## src/rtl/uart_tx.sv

```systemverilog
// uart_tx: FIFO-buffered UART transmitter, LSB first, one bit every CLK_FREQ/BAUD cycles.
// Define UART_TX_PARITY_EN to send an even-parity bit between the data bits and the stop bit.
module uart_tx #(
    parameter int CLK_FREQ   = 125_000_000,
    parameter int BAUD       = 115200,
    parameter int FIFO_DEPTH = 4
) (
    input  logic                          clk,
    input  logic                          rst_n,
    input  logic [7:0]                    tx_data,
    input  logic                          tx_valid,
    output logic                          tx_ready,
    output logic                          uart_txd,
    output logic                          tx_busy,
    output logic                          tx_done,
    output logic [$clog2(FIFO_DEPTH):0]   fifo_cnt
);
    localparam int BAUD_DIV = CLK_FREQ / BAUD;
    localparam int CNT_W    = (BAUD_DIV > 1) ? $clog2(BAUD_DIV) : 1;
    localparam int PTR_W    = (FIFO_DEPTH > 1) ? $clog2(FIFO_DEPTH) : 1;
    localparam int FCNT_W   = PTR_W + 1;

`ifdef UART_TX_PARITY_EN
    typedef enum logic [2:0] {IDLE, START, DATA, PARITY, STOP} state_t;
`else
    typedef enum logic [1:0] {IDLE, START, DATA, STOP} state_t;
`endif

    state_t             state, state_next;
    logic [7:0]         fifo_mem [FIFO_DEPTH];
    logic [PTR_W-1:0]   wr_ptr, rd_ptr;
    logic [CNT_W-1:0]   baud_cnt;
    logic [2:0]         bit_idx;
    logic [7:0]         shift, shift_next;
    logic               push, pop, bit_end, fifo_empty;
    logic               txd_next, busy_next, done_next;
`ifdef UART_TX_PARITY_EN
    logic               parity;
`endif

    assign tx_ready   = (fifo_cnt != FCNT_W'(FIFO_DEPTH));
    assign fifo_empty = (fifo_cnt == '0);
    assign push       = tx_valid && tx_ready;
    assign bit_end    = (baud_cnt == CNT_W'(BAUD_DIV - 1));

    always_ff @(posedge clk or negedge rst_n) begin
        if (!rst_n) state <= IDLE;
        else        state <= state_next;
    end

    always_comb begin
        state_next = state;
        case (state)
            IDLE:  if (!fifo_empty) state_next = START;
            START: if (bit_end) state_next = DATA;
`ifdef UART_TX_PARITY_EN
            DATA:   if (bit_end && bit_idx == 3'd7) state_next = PARITY;
            PARITY: if (bit_end) state_next = STOP;
`else
            DATA:  if (bit_end && bit_idx == 3'd7) state_next = STOP;
`endif
            // Back-to-back frames: a queued byte goes straight from STOP into START.
            STOP:  if (bit_end) state_next = fifo_empty ? IDLE : START;
            default: state_next = IDLE;
        endcase
    end

    always_comb begin
        pop        = 1'b0;
        done_next  = 1'b0;
        txd_next   = 1'b1;
        shift_next = shift;
        case (state)
            IDLE: pop = !fifo_empty;
            DATA: if (bit_end) shift_next = {1'b0, shift[7:1]};
            STOP: begin
                done_next = bit_end;
                pop       = bit_end && !fifo_empty;
            end
            default: ;
        endcase
        if (pop) shift_next = fifo_mem[rd_ptr];
        // The line level is decided from the state being entered so uart_txd stays a plain flop.
        case (state_next)
            START:  txd_next = 1'b0;
            DATA:   txd_next = shift_next[0];
`ifdef UART_TX_PARITY_EN
            PARITY: txd_next = parity;
`endif
            default: txd_next = 1'b1;
        endcase
        busy_next = (state_next != IDLE);
    end

    always_ff @(posedge clk or negedge rst_n) begin
        if (!rst_n) begin
            uart_txd <= 1'b1;
            tx_busy  <= 1'b0;
            tx_done  <= 1'b0;
            shift    <= '0;
            baud_cnt <= '0;
            bit_idx  <= '0;
`ifdef UART_TX_PARITY_EN
            parity   <= 1'b0;
`endif
        end else begin
            uart_txd <= txd_next;
            tx_busy  <= busy_next;
            tx_done  <= done_next;
            shift    <= shift_next;
            baud_cnt <= (state == IDLE || bit_end) ? '0 : baud_cnt + CNT_W'(1);
            if (state != DATA)  bit_idx <= '0;
            else if (bit_end)   bit_idx <= bit_idx + 3'd1;
`ifdef UART_TX_PARITY_EN
            if (pop) parity <= ^fifo_mem[rd_ptr];
`endif
        end
    end

    always_ff @(posedge clk) begin
        if (push) fifo_mem[wr_ptr] <= tx_data;
    end

    always_ff @(posedge clk or negedge rst_n) begin
        if (!rst_n) begin
            wr_ptr   <= '0;
            rd_ptr   <= '0;
            fifo_cnt <= '0;
        end else begin
            if (push) wr_ptr <= wr_ptr + PTR_W'(1);
            if (pop)  rd_ptr <= rd_ptr + PTR_W'(1);
            case ({push, pop})
                2'b10:   fifo_cnt <= fifo_cnt + FCNT_W'(1);
                2'b01:   fifo_cnt <= fifo_cnt - FCNT_W'(1);
                default: fifo_cnt <= fifo_cnt;
            endcase
        end
    end
endmodule

```

## config.mk

```make
export PLATFORM = sky130hd
export DESIGN_NAME = uart_tx
export DESIGN_NICKNAME = d
export VERILOG_FILES = /design/src/rtl/uart_tx.sv
export SDC_FILE = /design/constraint.sdc
export NUM_CORES = 1
export LEC_CHECK = 0
export CAP_MARGIN = 15
export CORE_MARGIN = 3
export CORE_UTILIZATION = 52
export CTS_CLUSTER_SIZE = 8
export DETAILED_ROUTE_END_ITERATION = 12
export GPL_TIMING_DRIVEN = 0
export PLACE_DENSITY = 0.72
export SYNTH_ARGS = -nofsm -noshare
export SYNTH_HDL_FRONTEND = slang
export SYNTH_SLANG_ARGS = --single-unit
```

## constraint.sdc

```tcl
create_clock -name clk -period 6.9 [get_ports clk]
set_input_delay 2.07 -clock clk [delete_from_list [all_inputs] [get_ports clk]]
set_output_delay 2.07 -clock clk [all_outputs]
set_load 0.02 [all_outputs]
```

# Word level (Yosys, flattened, before mapping)
# Memory sizes are Yosys's and may differ from the RTL's.
# Index checks and enable logic that the tools add are counted.
# word_totals
register_bits,34
latchBits,0
ramBits,32
rom_bits,0
inputBits,11
out_inout_bits,7
wordCells,60
n_memories,1
# memory_table
memory,depth,width,rd,rd_ports_with_merged_regs,write_ports,line,text
fifo_mem,4,8,1,0,1,30,logic [7:0] fifo_mem [FIFO_DEPTH];
# op_classes
addsub,6
n_mul,0
div,0
order_cmp,0
eq_ne,11
n_shift,0
n_mux,18
n_bitwise,0
reduce_logical,13
# op_table
op,count
$mux W8,3
$add A11 B1 Y11 const B,1
$eq A11 B11 Y1 const B,1
$mux W11,1
$reduce_bool A2 Y1,5
$eq A2 B2 Y1 const B,4
$mux W2,4
$pmux W2 S4,1
$add A3 B1 Y3 const B,2
$eq A2 B1 Y1 const B,3
$mux W3,2
$pmux W3 S2,1
$add A2 B1 Y2 const B,2
$mux W1,4
$pmux W1 S2,2
$eq A3 B3 Y1 const B,1
$logic_and A1 B1 Y1,3
$logic_not A3 Y1,1
$ne A3 B3 Y1 const B,1
$sub A3 B1 Y3 const B,1
$logic_not A2 Y1,1
$ne A2 B2 Y1 const B,1
$reduce_and A2 Y1,1
$logic_not A1 Y1,1
$logic_or A1 B1 Y1,1

# Longest topological paths before layout
# depth
depth_word,6
ltp_mapped,14
depth_no_buf,12

# Worst setup path before layout
# No wires, ideal clock.
# synth_timing
path_kind,input to register
startpoint,input tx_valid
endpoint,register fifo_cnt[2]
setup_time_ns,0.080
t_arrival_ns,3.241
t_required_ns,6.820
slack_ns,3.579
stages,8
cell_sequence,and2_1 -> inv_1 -> ha_1 -> inv_1 -> fa_1 -> xor2_1 -> nor2_1 -> xor2_1
# synth_between
elab_chain_len,3
word_cells_on_any_way,5
cone_classes,eq/ne: 2; mux: 1; reduce/logical: 2
# synth_lines
element,line,text
from (decl),11,"input logic tx_valid,"
$logic_and A1 B1 Y1 (*),43,assign push = tx_valid && tx_ready;
$eq A2 B1 Y1 / $eq A2 B2 Y1 (equally long branches),132,"case ({push, pop})"
$pmux W3 S2 / $reduce_bool A2 Y1 (equally long branches),--,
to (signal assigned),133,2'b10: fifo_cnt <= fifo_cnt + FCNT_W'(1);
to (signal assigned),134,2'b01: fifo_cnt <= fifo_cnt - FCNT_W'(1);
to (signal assigned),135,default: fifo_cnt <= fifo_cnt;
to (decl),16,output logic [$clog2(FIFO_DEPTH):0] fifo_cnt
# Mark *: on every way between the ends. The rest lies on a longest branch, timed or not.
# A chain may end at the register's enable or synchronous reset.

# Final worst setup path
# layout_timing
startpoint,register fifo_cnt[0]
endpoint,output tx_ready
# layout_between
elab_chain_len,1
# layout_lines
element,line,text
$ne A3 B3 Y1,41,assign tx_ready = (fifo_cnt != FCNT_W'(FIFO_DEPTH));
to (decl),12,"output logic tx_ready,"
# Every way passes these cells.

==> flow_summary.json <==
{
  "status": "finished, final reports clean",
  "cts_tree": "built",
  "startpoint": "fifo_cnt[0]",
  "max_stage_delay_ps": 640,
  "tightest_slew_ps": 727,
  "synth_edf_count": 32,
  "antenna_left": 0,
  "fp.coreArea_um2": 5540,
  "yosys_warnings": 0,
  "post_cts_buffers": 0,
  "startpoint_type": "register",
  "clock_path_buffers": 2,
  "post-place-cells": 311,
  "slew_headroom_pct": 51.5,
  "first_pass_iters": 4,
  "final_util_pct": 62.3,
  "hold_class": "reg -> reg",
  "avgSynthCellArea_um2": 13.5,
  "pre_cts_ws_ps": 3000,
  "port_buffers": 17,
  "cp-end-kind": "output port",
  "crit_arrival_ps": 1670,
  "synthesis.nets": 248,
  "finalPower_mw": 1.33,
  "clock_skew_ps": 7.00,
  "drv_slew": 0,
  "n_antenna_cell": 0,
  "crit_path_max_fanout": 6,
  "drc_errors": 0,
  "maxCapViolations": 0,
  "dp_hpwl_um": 3150,
  "final_cell_mix": "dfrtp_1, edfxtp_1, nor2_1",
  "final_cells": 327,
  "finalHoldViolCount": 0,
  "path_class": "reg -> out",
  "grt_overflow": 0,
  "ioPinCount": 18,
  "power_density_nw_per_um2": 384,
  "total_leakage_power_nw": 1.42,
  "post_drt_wl_per_cell_um": 14.0,
  "crit_path_cell_trace": "inv_1, nand3_1, clkdlybuf4s50_1",
  "cts_resized": 0,
  "grt_pass1_wl_um": 7870,
  "seq_area_frac_synth_pct": 60.5,
  "final_area_um2": 3450,
  "syn2layout_area_growth_pct": 15.2,
  "cp_data_required_time_ps": 4830,
  "fin_tns_setup_ps": 0,
  "netlist_area_um2": 3000,
  "ctsHoldBuffers": 0,
  "worstSkewPairLatency_ps": 330,
  "placedInstanceArea_um2": 3250,
  "r2r_start": "baud_cnt[0]",
  "ys_async_sr_fraction_pct": 51.5,
  "fmax_mhz": 267,
  "setup_viol": 0,
  "finalCritPeriodShare_pct": 54.2,
  "grt_max_degree": 35,
  "holdWs_ps": 512,
  "drt-initial-drc-count": 80,
  "cts_buffers": 9,
  "die-area_um2": 6710,
  "die_w_um": 81.9,
  "worst_slack_ps": 3160,
  "min_from": "shift[7]",
  "cts_sinks": 66,
  "ys_seq_elements": 66,
  "detail_route.vias_per_cell": 5.21,
  "htreeDepth": 3,
  "layout.nets": 276,
  "die_y_um": 81.9,
  "ctsRootBufferMaster": "clkbuf_8",
  "grt.total_usage_pct": 15.9,
  "ir_drop_v": 0.000220,
  "synth_ff_type": "dfrtp_1",
  "synth_cell_types": 47,
  "first_global_vias": 1663,
  "finalWeightedCongestion": 0.792,
  "syn_inst": 222,
  "slowest_stage": "clkdlybuf4s50_1",
  "wl_um": 4570,
  "antenna_found_initial": 0,
  "rows": 27,
  "start_util_pct": 54.1,
  "drive_gt1_share_pct": 16.5,
  "path_clk_slew_ps": 80,
  "final_common_cell": "dfrtp_1",
  "vias": 1703,
  "fin_crit_ps": 3740,
  "rsz0062_at_grt": "no"
}
==> final timing paths <==
check,slack [ps],cells past startpoint,end
min in group asynchronous,1790,1,shift[6]
worst min-delay path,510,2,shift[7]
worst max-delay path,3160,3,tx_ready
worst min register to register,510,2,shift[7]
worst max register to register,4000,14,fifo_cnt[2]
max in group asynchronous,4640,1,wr_ptr[1]
==> metal layers <==
metal	GRT usage (%)	vias to the layer above	part of all wire, %
met5	0	-	0
met4	8.47	0	1.6
met3	4.17	7	3.7
met2	23.3	35	45
met1	21.9	815	49
li1	-	846	-
==> cell type report <==
class,count,area (um^2)
inverters,17,63.8
flip-flops and latches,66,1810
fillers,443,2090
clock buffers,9,124
multi-input cells,131,1060
well taps,72,90.1
plain buffers,8,57.6
clock inverters,7,76.3
repair buffers,17,165
==> cell usage after synthesis, types with 2 or more instances <==
master | count | area (um^2)
inv_1 | 16 | 60.1
nand2_1 | 12 | 45.0
nand4_1 | 3 | 18.8
xor2_1 | 7 | 61.3
mux4_2 | 8 | 180
edfxtp_1 | 32 | 961
nor3_1 | 2 | 10.0
ha_1 | 14 | 175
a21oi_1 | 10 | 50.1
nor2_1 | 20 | 75.1
o21ai_0 | 5 | 25.0
buf_4 | 2 | 15.0
xnor2_1 | 6 | 52.6
a21boi_0 | 3 | 22.5
mux2i_1 | 6 | 60.1
clkbuf_1 | 3 | 11.3
and3_1 | 4 | 25.0
or3_1 | 2 | 12.5
nand3_1 | 6 | 30.0
and2_1 | 2 | 12.5
dfrtp_1 | 33 | 826
==> worst max-delay path, delay by kind of cell, from the launching register on <==
family / cells / cell delay (ps)
buf+inv: 2 / 740
flops: 1 / 420
simple gates: 1 / 180
==> report_power, final <==
| part | total (mW) | switching (mW) | internal, mW |
|---|---|---|---|
| clock network | 0.325 | 0.156 | 0.169 |
| logic | 0.432 | 0.228 | 0.204 |
| registers | 0.569 | 0.0497 | 0.519 |
| total | 1.33 | 0.433 | 0.892 |
==> flip-flops by register name, summed over array words and instances (netlist names) <==
| signal | flops |
|---|---|
| tx_done | 1 |
| fifo_mem | 32 |
| state | 2 |
| uart_txd | 1 |
| wr_ptr | 2 |
| rd_ptr | 2 |
| baud_cnt | 11 |
| tx_busy | 1 |
| bit_idx | 3 |
| shift | 8 |
| fifo_cnt | 3 |
==> cell families after synthesis <==
kind of cell / Yosys count / synth area share [%]
compound gates: 27 / 5.68
xor+xnor: 14 / 4.34
fa+ha+maj: 15 / 6.51
buf+inv: 25 / 4.05
flops: 66 / 60.5
mux: 16 / 9.14
simple gates: 59 / 9.81
No activity file was read; power rests on OpenSTA's default activity.
